--- config.mk ---
export PLATFORM = sky130hd
export DESIGN_NAME = pc_fetch_ctrl_flat
export DESIGN_NICKNAME = d
export VERILOG_FILES = /design/src/rtl/pc_fetch_ctrl_if.sv /design/src/rtl/pc_fetch_ctrl.sv /design/src/flat_wrapper.sv
export SDC_FILE = /design/constraint.sdc
export NUM_CORES = 1
export LEC_CHECK = 0
export CAP_MARGIN = 20
export CORE_MARGIN = 3
export CORE_UTILIZATION = 54
export CTS_BUF_LIST = sky130_fd_sc_hd__clkbuf_8
export DETAILED_ROUTE_END_ITERATION = 10
export PLACE_DENSITY = 0.94
export SYNTH_ARGS = -nofsm -noshare
export SYNTH_HDL_FRONTEND = slang
export SYNTH_SLANG_ARGS = --single-unit
--- constraint.sdc ---
create_clock -name clk -period 6.12 [get_ports clk]
set_clock_uncertainty 0.05 [all_clocks]
set_input_delay 1.224 -clock clk [delete_from_list [all_inputs] [get_ports clk]]
set_output_delay 1.224 -clock clk [all_outputs]
set_load 0.02 [all_outputs]
--- src/rtl/pc_fetch_ctrl_if.sv ---
// ============================================================================
//  Module   : pc_fetch_ctrl_if
//  Brief    : Bus between the PC fetch controller and the core datapath.
//             The misaligned flag exists only when PC_ALIGN_CHECK_EN is defined.
//  Revision : 1.0  initial release
// ============================================================================
`default_nettype none

interface pc_fetch_ctrl_if #(
    parameter int WIDTH     = 32,
    parameter int CNT_WIDTH = 32
);
    logic                 en;
    logic                 PCsrc;
    logic [WIDTH-1:0]     ImmOp;
    logic                 restart;
    logic [WIDTH-1:0]     PC;
    logic                 pc_valid;
    logic                 halted;
    logic [CNT_WIDTH-1:0] retired;
`ifdef PC_ALIGN_CHECK_EN
    logic                 misaligned;

    modport master (
        input  en, PCsrc, ImmOp, restart,
        output PC, pc_valid, halted, retired, misaligned
    );
    modport slave (
        output en, PCsrc, ImmOp, restart,
        input  PC, pc_valid, halted, retired, misaligned
    );
`else
    modport master (
        input  en, PCsrc, ImmOp, restart,
        output PC, pc_valid, halted, retired
    );
    modport slave (
        output en, PCsrc, ImmOp, restart,
        input  PC, pc_valid, halted, retired
    );
`endif
endinterface

`default_nettype wire

--- src/rtl/pc_fetch_ctrl.sv ---
// ============================================================================
//  Module   : pc_fetch_ctrl
//  Brief    : Program-counter stage with boot cycle, stall, branch-to-self halt,
//             restart and a saturating retired-instruction counter.
//             Optional alignment trap enabled by defining PC_ALIGN_CHECK_EN.
//  Revision : 1.0  initial release
// ============================================================================
`default_nettype none

module pc_fetch_ctrl #(
    parameter int               WIDTH     = 32,
    parameter logic [WIDTH-1:0] RESET_PC  = '0,
    parameter int               CNT_WIDTH = 32
) (
    input  wire                 clk,
    input  wire                 rst_n,
    pc_fetch_ctrl_if.master     bus
);

    localparam logic [1:0] S_BOOT = 2'd0;
    localparam logic [1:0] S_RUN  = 2'd1;
    localparam logic [1:0] S_HALT = 2'd2;

    localparam logic [WIDTH-1:0]     c_SEQ_STEP = WIDTH'(4);
    localparam logic [CNT_WIDTH-1:0] c_CNT_MAX  = '1;

    logic [1:0]           r_state;
    logic [WIDTH-1:0]     r_pc;
    logic [CNT_WIDTH-1:0] r_retired;

    logic [WIDTH-1:0]     w_offset;
    logic [WIDTH-1:0]     w_next_pc;
    logic                 w_self_branch;
    logic                 w_align_fault;
    logic [CNT_WIDTH-1:0] w_retired_inc;
    logic                 w_advance;

    // Modulo-2^WIDTH add; ImmOp arrives already sign-extended.
    assign w_offset      = bus.PCsrc ? bus.ImmOp : c_SEQ_STEP;
    assign w_next_pc     = r_pc + w_offset;
    assign w_self_branch = bus.PCsrc && (bus.ImmOp == '0);
    assign w_retired_inc = (r_retired == c_CNT_MAX) ? r_retired : r_retired + 1'b1;
    assign w_advance     = (r_state == S_RUN) && bus.en;

`ifdef PC_ALIGN_CHECK_EN
    logic r_misaligned;

    assign w_align_fault = (w_next_pc[1:0] != 2'b00);

    always_ff @(posedge clk or negedge rst_n) begin
        if (!rst_n) begin
            r_misaligned <= 1'b0;
        end else if (w_advance && w_align_fault) begin
            r_misaligned <= 1'b1;
        end else if ((r_state == S_HALT) && bus.restart) begin
            r_misaligned <= 1'b0;
        end
    end

    assign bus.misaligned = r_misaligned;
`else
    assign w_align_fault = 1'b0;
`endif

    always_ff @(posedge clk or negedge rst_n) begin
        if (!rst_n) begin
            r_state   <= S_BOOT;
            r_pc      <= RESET_PC;
            r_retired <= '0;
        end else begin
            case (r_state)
                S_BOOT: begin
                    r_state <= S_RUN;
                end
                S_RUN: begin
                    if (bus.en) begin
                        // A faulting target neither retires nor moves the PC.
                        if (w_align_fault) begin
                            r_state <= S_HALT;
                        end else begin
                            r_retired <= w_retired_inc;
                            if (w_self_branch) begin
                                r_state <= S_HALT;
                            end else begin
                                r_pc <= w_next_pc;
                            end
                        end
                    end
                end
                S_HALT: begin
                    if (bus.restart) begin
                        r_state <= S_BOOT;
                        r_pc    <= RESET_PC;
                    end
                end
                default: begin
                    r_state <= S_BOOT;
                    r_pc    <= RESET_PC;
                end
            endcase
        end
    end

    assign bus.PC       = r_pc;
    assign bus.pc_valid = (r_state == S_RUN);
    assign bus.halted   = (r_state == S_HALT);
    assign bus.retired  = r_retired;

endmodule

`default_nettype wire

--- src/flat_wrapper.sv ---
// flat-port wrapper written by rule: the top's interface ports become plain ports
module pc_fetch_ctrl_flat 
#(
    parameter int               WIDTH     = 32,
    parameter logic [WIDTH-1:0] RESET_PC  = '0,
    parameter int               CNT_WIDTH = 32
)
  (clk, rst_n, bus_en, bus_PCsrc, bus_ImmOp, bus_restart, bus_PC, bus_pc_valid, bus_halted, bus_retired);
  pc_fetch_ctrl_if #(.WIDTH(WIDTH), .CNT_WIDTH(CNT_WIDTH)) bus_i ();
  input  wire clk;
  input  wire rst_n;
  input wire logic [$bits(bus_i.en)-1:0] bus_en;
  input wire logic [$bits(bus_i.PCsrc)-1:0] bus_PCsrc;
  input wire logic [$bits(bus_i.ImmOp)-1:0] bus_ImmOp;
  input wire logic [$bits(bus_i.restart)-1:0] bus_restart;
  output wire logic [$bits(bus_i.PC)-1:0] bus_PC;
  output wire logic [$bits(bus_i.pc_valid)-1:0] bus_pc_valid;
  output wire logic [$bits(bus_i.halted)-1:0] bus_halted;
  output wire logic [$bits(bus_i.retired)-1:0] bus_retired;
  assign bus_i.en = bus_en;
  assign bus_i.PCsrc = bus_PCsrc;
  assign bus_i.ImmOp = bus_ImmOp;
  assign bus_i.restart = bus_restart;
  assign bus_PC = bus_i.PC;
  assign bus_pc_valid = bus_i.pc_valid;
  assign bus_halted = bus_i.halted;
  assign bus_retired = bus_i.retired;
  pc_fetch_ctrl #(.WIDTH(WIDTH), .RESET_PC(RESET_PC), .CNT_WIDTH(CNT_WIDTH)) u_core (.clk(clk), .rst_n(rst_n), .bus(bus_i));
endmodule
==> summary.txt, run 1 <==
Layout
  – ANT cells: 0
  – Area delta synth->final: 27.9%
  – Layout cells sized above 1: 0.0622
  – Non-filler cells, final: 697
  – Final nets: 661
  – Fillers: 570

Detailed routing
  – Wire length on met3: 991 um
  – Drt wl/cell: ~18 um
  – Max layer used: met4
  – Iteration-0 DRC Markers: approximately 220
  – Met2 WL: 5.87 mm
  – DRT antenna net count: 0
  – WL met1: 5.19 mm
  – Routed wire length: around 12 mm
  – # DRC: 0
  – Via/cell ratio: 6.11
  – DR vias: 4261
  – Pre-Repair DR Iteration Count: 7

Worst setup path
  – Crit path required time: between 6 and 7 ns
  – CP Cell Sequence: clkdlybuf4s50_1 > and2_1 > ha_1 > inv_1 > fa_1 > nor2b_4 > o31a_1 > o22ai_1 > o41ai_2 > nand3_1 > nand3_1 > a31oi_1 > xnor2_1 > a22o_1
  – Reg-to-reg endpoint: u_core.bus.PC[30]
  – CP endpoint kind: flip-flop
  – CP max FO: 8
  – R2R Path Start: u_core.bus.PC[0]
  – Critical path buffer and inverter count: 2
  – CP most frequent cell: nand3_1
  – Reg2Reg Setup Slack: 2.90 ns
  – Crit path from: bus_PCsrc
  – Largest stage delay on the critical path: 0.69 ns
  – Crit Path Class: in2reg
  – FF-to-FF path depth: 12
  – Startpoint types: input pin
  – CP max-delay cell: o41ai_2
  – CP top delay family: compound AO/OA/AOI/OAI gates
  – Crit path DAT: 4.73 ns

Timing
  – Highest clock rate: between 0.2 and 0.25 GHz
  – Fin crit period: 4.54 ns
  – Worst slew pin tran: 0.857 ns
  – Total negative slack: 0 ns
  – Final hold vios: 0
  – Final Max Slew Viols: 0
  – Crit share post-route: 0.743
  – Setup violators final: 0
  – Unrepaired setup endpoints after global routing: no
  – Rel. slew slack: 0.429

Clock tree
  – Post-CTS Setup Bufs: 0
  – H-tree depth: 3
  – Clock tree buffer depth: 2
  – Worst-path clk slew: ~0.080 ns
  – Num CTS Buffers: 9
  – Root Driver: clkbuf_8
  – CTS tree: done
  – Worst-Skew Late Latency: roughly 0.34 ns
  – CTS Sinks: 66
  – Resize count post-CTS: 0
  – Post-cts hold buffer count: 0

Outcome
  – Status: finished clean

Yosys
  – Sequential share of the synthesized area: 0.362
  – Area of the mapped netlist: about 4600 um2
  – Most common flop cell mapped by yosys: dfrtp_1
  – Share of the synthesized area in the top cell type: 0.362
  – Post-Syn Nets: 557
  – Synth Register Bits: 66
  – Asr flop ratio synth: 1.00
  – Synth area leader: dfrtp_1
  – Post-synth EDFFs: 0
  – Yosys warns: 0
  – Synth cell types: 59
  – Syn Inst Count: 487
  – Avg Inst Size Synth: 9.36 um2
  – Synth top area cells: dfrtp_1 (36%), ha_1 (8.8%), xnor2_1 (7.9%)

Global route
  – Initial antenna violation count: 0
  – Grt ovf: 0
  – Total track usage: 0.254
  – Vias in the first global route: 4303
  – Pin count of the biggest net entering global routing: 67
  – First-pass GRT wire length: 20.2 mm

Placed design
  – Inst Count DP: about 680
  – Routability cong.: 0.955
  – HPWL after detailed placement: 9.30 mm
  – # port buffers: 102

Power
  – Peak VDD IR: 0.000280 V
  – PD cells: 401 nW/um2
  – Pleak: 2.58 nW

Worst hold path
  – HP Start: u_core.r_state[1]
  – Min-Delay Path Depth: 1
  – Worst Hold Endpoint: u_core.r_state[0]
  – Worst min path class: reg2reg

Floorplan
  – IO Pins: 103
  – Total Die Area: 9580 um2
  – Die width: 97.9 um
  – Cell Rows: 32
  – Die Ht: 97.9 um
  – Starting Density: 0.572
  – CORE AREA: 7970 um2

Run
  – Max cap viols: 0
synthesized netlist by cell type, types with 2 or more instances:
| cell type | count |
|---|---|
| inv_1 | 10 |
| a21oi_2 | 2 |
| and2_1 | 30 |
| o41ai_1 | 2 |
| a221oi_1 | 2 |
| a211oi_1 | 3 |
| nor3_1 | 7 |
| or2_2 | 3 |
| nor4_1 | 7 |
| a21oi_1 | 27 |
| xor2_1 | 14 |
| and4_1 | 3 |
| o211ai_1 | 2 |
| o21ai_2 | 2 |
| xnor2_1 | 41 |
| nand3_1 | 22 |
| a21o_1 | 13 |
| a22o_1 | 22 |
| a211o_1 | 3 |
| nor2b_1 | 5 |
| dfrtp_1 | 66 |
| o31a_1 | 2 |
| nor2_1 | 24 |
| or3_1 | 4 |
| buf_2 | 4 |
| a31oi_1 | 4 |
| nand4_1 | 11 |
| clkbuf_1 | 8 |
| o22ai_1 | 3 |
| or4_1 | 2 |
| o31ai_1 | 6 |
| and3_1 | 6 |
| o21a_1 | 4 |
| o21ai_0 | 11 |
| a32o_1 | 2 |
| nand2b_1 | 8 |
| mux2_2 | 2 |
| nand2_1 | 42 |
| o21ai_1 | 7 |
| ha_1 | 32 |
cell families after synthesis:
| kind of cell | Yosys count | share of synthesized area |
|---|---|---|
| AOI/OAI and AO/OA | 127 | 0.201 |
| xor gates and xnor gates | 55 | 0.106 |
| adders and majority gates | 33 | 0.0922 |
| buffers and inverters | 24 | 0.0225 |
| DFF | 66 | 0.362 |
| muxes | 2 | 0.00494 |
| and+or+nand+nor | 180 | 0.211 |
final cells by class:
cell class | instances | area [um2] | share of cell area
multi-input cells | 397 | 2810 | 0.481
inverters | 11 | 41.3 | 0.00708
flip-flops and latches | 66 | 1650 | 0.283
repair buffers | 106 | 1050 | 0.179
well taps | 102 | 128 | 0.0219
clock inverters | 6 | 35.0 | 0.00601
clock buffers | 9 | 124 | 0.0212
worst max-delay path by stage:
stage                              to  slack, ns  cells after the start
floorplan           u_core.bus.PC[24]       2.18                     14
global placement    u_core.bus.PC[28]       1.46                     14
detailed placement  u_core.bus.PC[24]       1.29                     14
CTS                 u_core.bus.PC[30]       1.66                     14
global route        u_core.bus.PC[30]       1.36                     14
finish              u_core.bus.PC[30]       1.58                     14
power by group:
part | leakage (nW) | total (mW) | switching, mW | internal [mW]
Sequential | 0.846 | 0.694 | 0.135 | 0.558
Combinational | 1.65 | 1.33 | 0.704 | 0.627
Clock | 0.0806 | 0.314 | 0.172 | 0.142
Total | 2.58 | 2.34 | 1.01 | 1.33
metal layers:
metal | vias to the layer above | global-route usage
met5 | - | 0
met4 | 0 | 0.0756
met3 | 30 | 0.0557
met2 | 210 | 0.431
met1 | 2029 | 0.326
li1 | 1992 | -
sequential cells by signal, indices dropped and copies added, names as in the netlist:
register and count:
u_core.bus.PC 32, u_core.bus.retired 32, u_core.r_state 2
cell usage in the layout, fill, tap and decap left out, types with 5 or more instances in the layout:
| cell type | n |
|---|---|
| nand4_1 | 11 |
| nor3_1 | 7 |
| o21ai_1 | 7 |
| a22o_1 | 22 |
| nor2_1 | 24 |
| nand2b_1 | 8 |
| and3_1 | 6 |
| nand3_1 | 22 |
| nor2b_1 | 5 |
| clkbuf_8 | 9 |
| a21oi_1 | 27 |
| xnor2_1 | 41 |
| o31ai_1 | 6 |
| dfrtp_1 | 66 |
| and2_1 | 30 |
| inv_1 | 10 |
| ha_1 | 32 |
| clkdlybuf4s50_1 | 101 |
| a21o_1 | 13 |
| nor4_1 | 7 |
| nand2_1 | 42 |
| xor2_1 | 14 |
| o21ai_0 | 11 |
through the flow:
stage	total power [mW]	hold slack [ns]	setup WS [ns]	utilization	cell area [um2]
2_1_floorplan	1.54	0.383	2.18	-	4560
3_3_place_gp	1.96	0.409	1.46	0.712	5670
3_5_place_dp	2.00	0.426	1.29	0.712	5670
4_1_cts	2.33	0.429	1.66	0.732	5830
5_1_grt	2.47	0.446	1.36	0.732	5830
6_report	2.34	0.436	1.58	0.732	5830
(Power assumes the default switching activity.)
==> run 2: changes to the inputs <==
--- a/config.mk
+++ b/config.mk
@@ -7,10 +7,10 @@
 export LEC_CHECK = 0
 export CAP_MARGIN = 20
 export CORE_MARGIN = 3
-export CORE_UTILIZATION = 54
+export CORE_UTILIZATION = 53
 export CTS_BUF_LIST = sky130_fd_sc_hd__clkbuf_8
 export DETAILED_ROUTE_END_ITERATION = 10
-export PLACE_DENSITY = 0.94
+export PLACE_DENSITY = 0.93
 export SYNTH_ARGS = -nofsm -noshare
 export SYNTH_HDL_FRONTEND = slang
 export SYNTH_SLANG_ARGS = --single-unit
==> constraint.sdc (replaced) <==
create_clock -name clk -period 4.3 [get_ports clk]
set_clock_uncertainty 0.05 [all_clocks]
set_input_delay 0.86 -clock clk [delete_from_list [all_inputs] [get_ports clk]]
set_output_delay 0.86 -clock clk [all_outputs]
set_load 0.02 [all_outputs]
==> summary.txt, run 2 (synthesis results as in run 1) <==
Outcome
  – Status: finished clean

Worst setup path
  – Reg2Reg Setup Slack: approximately 1.3 ns
  – CP max-delay cell: clkdlybuf4s50_1
  – R2R Path Start: u_core.bus.PC[0]
  – FF-to-FF path depth: 12
  – CP endpoint kind: flip-flop
  – Crit Path Class: in2reg
  – CP Cell Sequence: clkdlybuf4s50_1 > buf_4 > and2_1 > ha_1 > a21oi_2 > o21ai_0 > a221oi_1 > o41ai_2 > buf_4 > a211o_1 > a21o_1 > a21oi_1 > xnor2_1 > a22o_1
  – Crit path DAT: between 4 and 5 ns
  – Startpoint types: input pin
  – Critical path buffer and inverter count: 3
  – CP max FO: 12
  – Reg-to-reg endpoint: u_core.bus.PC[12]
  – Crit path required time: 4.50 ns
  – CP top delay family: compound AO/OA/AOI/OAI gates
  – Largest stage delay on the critical path: 0.47 ns
  – CP most frequent cell: buf_4

Detailed routing
  – Via/cell ratio: 6.15
  – Max layer used: met4
  – Met2 WL: approximately 6 mm
  – DRT antenna net count: 0
  – # DRC: 0
  – WL met1: just over 5 mm
  – Iteration-0 DRC Markers: 193
  – Routed wire length: roughly 12 mm
  – Wire length on met3: 909 um
  – DR vias: 4327
  – Drt wl/cell: between 15 and 20 um
  – Pre-Repair DR Iteration Count: 5

Layout
  – Fillers: 611
  – Layout cells sized above 1: 0.0684
  – Area delta synth->final: 30.5%
  – Util after Layout: 0.717
  – Reg area: 1650 um2
  – Multi-input gate area: 2810 um2
  – Most frequent cells in the layout: clkdlybuf4s50_1 (101), dfrtp_1 (66), nand2_1 (42), xnor2_1 (41), ha_1 (32)
  – Most common cell after layout, fill and taps aside: clkdlybuf4s50_1
  – Final nets: 664
  – ANT cells: 0

Timing
  – Total negative slack: 0 ns
  – Rel. slew slack: 0.327
  – Unrepaired setup endpoints after global routing: no
  – Hold slack: 0.443 ns
  – Worst slew pin tran: 1.01 ns
  – Highest clock rate: between 0.2 and 0.3 GHz
  – Final hold vios: 0
  – Fin crit period: 3.81 ns
  – Crit share post-route: 0.887
  – Final Max Slew Viols: 0
  – Setup violators final: 0

Clock tree
  – Root Driver: clkbuf_8
  – Post-CTS Setup Bufs: 0
  – Worst-Skew Late Latency: 0.35 ns
  – Clock tree buffer depth: 2
  – Worst-path clk slew: 0.09 ns
  – CTS Sinks: 66
  – Resize count post-CTS: 0
  – Post-cts hold buffer count: 0
  – H-tree depth: 3
  – CTS tree: done
  – Num CTS Buffers: 9

Floorplan
  – Cell Rows: 33
  – CORE AREA: 8300 um2
  – Die Ht: 98.8 um
  – Die width: 98.8 um
  – IO Pins: between 100 and 150
  – Total Die Area: 9750 um2
  – Starting Density: 0.549

Worst hold path
  – Min-Delay Path Depth: 1
  – Worst Hold Endpoint: u_core.bus.retired[23]
  – HP Start: u_core.bus.retired[23]
  – Worst min path class: reg2reg

Global route
  – Total track usage: 0.255
  – Pin count of the biggest net entering global routing: 44
  – Initial antenna violation count: 0
  – Grt ovf: 0
  – First-pass GRT wire length: 20.4 mm
  – Vias in the first global route: 4308

Placed design
  – Routability cong.: 0.951
  – # port buffers: approximately 100
  – HPWL after detailed placement: 9.52 mm

Power
  – Peak VDD IR: 0.000384 V
  – PD cells: 597 nW/um2
  – Pleak: approximately 2.6 nW

Run
  – Max cap viols: 0
-- run 2: worst reg2reg max path: cells and delay by family (launching register included) --
kind / cells / cell delay [ns]
AOI/OAI and AO/OA: 6 / 1.26
xor gates and xnor gates: 1 / 0.09
adders and majority gates: 2 / 0.48
buffers and inverters: 1 / 0.07
DFF: 1 / 0.40
and+or+nand+nor: 2 / 0.52
-- run 2: how the worst max path moves through the flow --
stage,startpoint,end,depth (start not counted)
2_1_floorplan,bus_PCsrc,u_core.bus.PC[24],14
3_3_place_gp,bus_PCsrc,u_core.bus.PC[24],15
3_5_place_dp,bus_PCsrc,u_core.bus.PC[24],15
4_1_cts,bus_PCsrc,u_core.bus.PC[24],14
5_1_grt,bus_PCsrc,u_core.bus.PC[24],14
6_report,bus_PCsrc,u_core.bus.PC[24],14
-- run 2: through the flow --
stage | instances | total power, mW | area, um2 | setup slack [ns]
2_1_floorplan | 487 | 2.20 | 4560 | 0.724
3_3_place_gp | 688 | 2.79 | 5700 | 0.346
3_5_place_dp | 688 | 2.85 | 5700 | 0.190
4_1_cts | 704 | 3.54 | 5950 | 0.546
5_1_grt | 704 | 3.76 | 5950 | 0.385
6_report | 704 | 3.55 | 5950 | 0.486
-- run 2: area by class of cell --
type | instances | share of cell area
Tap cell | 105 | 0.0221
Multi-Input combinational cell | 397 | 0.472
Sequential cell | 66 | 0.278
Inverter | 11 | 0.00694
Clock buffer | 10 | 0.0231
Clock inverter | 6 | 0.0189
Timing Repair Buffer | 109 | 0.180
-- run 2: layer usage --
metal,up-vias,global-route usage
met2,207,0.433
li1,1997,-
met4,0,0.0893
met3,34,0.0488
met1,2089,0.325
met5,-,0
-- run 2: report_power, final --
part	internal [mW]	switching (mW)	leakage [nW]
combinational	0.898	1.00	1.67
sequential	0.794	0.190	0.846
clock	0.403	0.262	0.127
==> edit, RTL diff (config.mk and constraints of run 2) <==
`CNT_WIDTH` is set to 32 in 3 places; all go to 16.
--- a/src/rtl/pc_fetch_ctrl_if.sv
+++ b/src/rtl/pc_fetch_ctrl_if.sv
@@ -8,7 +8,7 @@
 
 interface pc_fetch_ctrl_if #(
     parameter int WIDTH     = 32,
-    parameter int CNT_WIDTH = 32
+    parameter int CNT_WIDTH = 16
 );
     logic                 en;
     logic                 PCsrc;
--- a/src/rtl/pc_fetch_ctrl.sv
+++ b/src/rtl/pc_fetch_ctrl.sv
@@ -10,7 +10,7 @@
 module pc_fetch_ctrl #(
     parameter int               WIDTH     = 32,
     parameter logic [WIDTH-1:0] RESET_PC  = '0,
-    parameter int               CNT_WIDTH = 32
+    parameter int               CNT_WIDTH = 16
 ) (
     input  wire                 clk,
     input  wire                 rst_n,
--- a/src/flat_wrapper.sv
+++ b/src/flat_wrapper.sv
@@ -3,7 +3,7 @@
 #(
     parameter int               WIDTH     = 32,
     parameter logic [WIDTH-1:0] RESET_PC  = '0,
-    parameter int               CNT_WIDTH = 32
+    parameter int               CNT_WIDTH = 16
 )
   (clk, rst_n, bus_en, bus_PCsrc, bus_ImmOp, bus_restart, bus_PC, bus_pc_valid, bus_halted, bus_retired);
   pc_fetch_ctrl_if #(.WIDTH(WIDTH), .CNT_WIDTH(CNT_WIDTH)) bus_i ();
Interface: changed (resized bus_retired); port bits go from 103 to 87. No check against the original RTL was run, so the function may have changed too.
==> edit against run 2 <==
  * Area after synthesis is 8.9% lower
  * Synthesized cell count up 1.2%
  * Power is 13% lower
  * Cell area down 13%
  * Routed wire length down 6.1%
  * Sequential cell count decreased by 16
  * Setup slack worse by 0.058 ns
==> edit: results (changes against run 2) <==
synth unique cells 69 (+17%); RD Place Congestion 0.907 (-4.6%); Data arrival, critical path 4.03 ns (+0.02 ns); CTS Buffer Depth 2 (unchanged); number of fill cells 579 (-5.2%); DRT iter0 DRCs 344 (+78%); post-synthesis instance total 493 (+1.2%); ranking of synthesized cells by area dfrtp_1 (30%), ha_1 (9.6%), nand2_1 (5.5%), and2_1 (4.8%), o21ai_0 (4.6%); Inst Count DP 663 (-3.6%); power per cell area 598 nW/um^2 (+0.12%); Commonest cells post-synth nand2_1 (61), dfrtp_1 (50), o21ai_0 (38); sequential power share 26.7% (-1.0 points); sequential fraction of the synthesis area 30.1% (-6.1 points); Pleak 2.19 nW (-17%); port bufs 86 (-16%); DR vias/cell 6.09 (-0.93%); Worst-Margin Slew 0.789 ns (-0.220 ns); final worst path period need 3.87 ns (+0.0583 ns); DP Area 5060 sq um (-11%); Final HPWL DP 8990 microns (-5.6%); layout cell share with drive strength beyond 1 5.77% (-1.1 points); router iterations before antenna repair 5 (unchanged); first-pass GRT wire length 19,400 microns (-4.9%); NetSw 0.00144 W (-1.3%); crit-path max FO 21 (+9); clock transition at the registers of the reported paths 0.11 ns (+0.02 ns); largest net degree at the start of global routing 51 (+16%); CTS resizes 0 (unchanged); H-tree levels 2 (-1); Peak VDD IR 0.354 mV (-7.7%); vias in the first global route 4,103 (-4.8%); Num CTS Buffers 5 (-4); Total Routing Usage GR 27.3% (+1.8 points); later-pin clock latency in the skew report 0.32 ns (-0.03 ns); WL/cell 17.4 microns (-1.5%); outcome finished clean; Clock power frac 10.1% (-8.6 points); fin nets 641 (-3.5%)
[edit: logic make-up after synthesis]
group                      count (synthesis)  synth area share, %
AOI/OAI and AO/OA                        144                 23.3
xor gates and xnor gates                  35                 7.38
adders and majority gates                 33                 10.1
buffers and inverters                     41                 5.12
DFF                                       50                 30.1
muxes                                      2                0.512
and+or+nand+nor                          188                 23.4
[edit: routing by layer]
metal	up-vias	wire, microns	global-route usage (%)
met2	176	5730	47.8
li1	1956	-	-
met4	0	240	9.01
met3	25	853	4.38
met5	-	0	0
met1	1929	4850	34.3
[edit: path summary, 6_finish.rpt]
path,start,end,depth (start not counted)
max,bus_PCsrc,u_core.bus.PC[25],11
min in group asynchronous,rst_n,u_core.bus.PC[4],2
max reg2reg,u_core.bus.PC[0],u_core.bus.PC[20],10
min,u_core.r_state[1],u_core.r_state[0],1
min reg2reg,u_core.r_state[1],u_core.r_state[0],1
max in group asynchronous,rst_n,u_core.bus.PC[19],2
[edit: layout make-up]
type,count,share of cell area [%]
clock buffer,5,1.33
clock inverter,3,0.558
inverter,15,1.09
multi-input combinational,402,52.1
sequential,50,24.3
tap,99,2.40
timing repair buffer,97,18.2
[edit: worst max-delay path, stage by stage]
cell and delay (ns):
clkdlybuf4s50_1 0.62, buf_4 0.31, and2_1 0.16, ha_1 0.34
o211ai_1 0.11, o21a_1 0.24, a21oi_2 0.29, a31oi_2 0.20
o31a_1 0.36, and4_4 0.20, or3_1 0.34
[edit: through the flow]
stage          hold WS [ns]  util [%]
2_1_floorplan         0.370         -
4_1_cts               0.424      69.6
3_5_place_dp          0.405      68.3
5_1_grt               0.437      69.6
6_report              0.422      69.6
3_3_place_gp          0.386      68.3
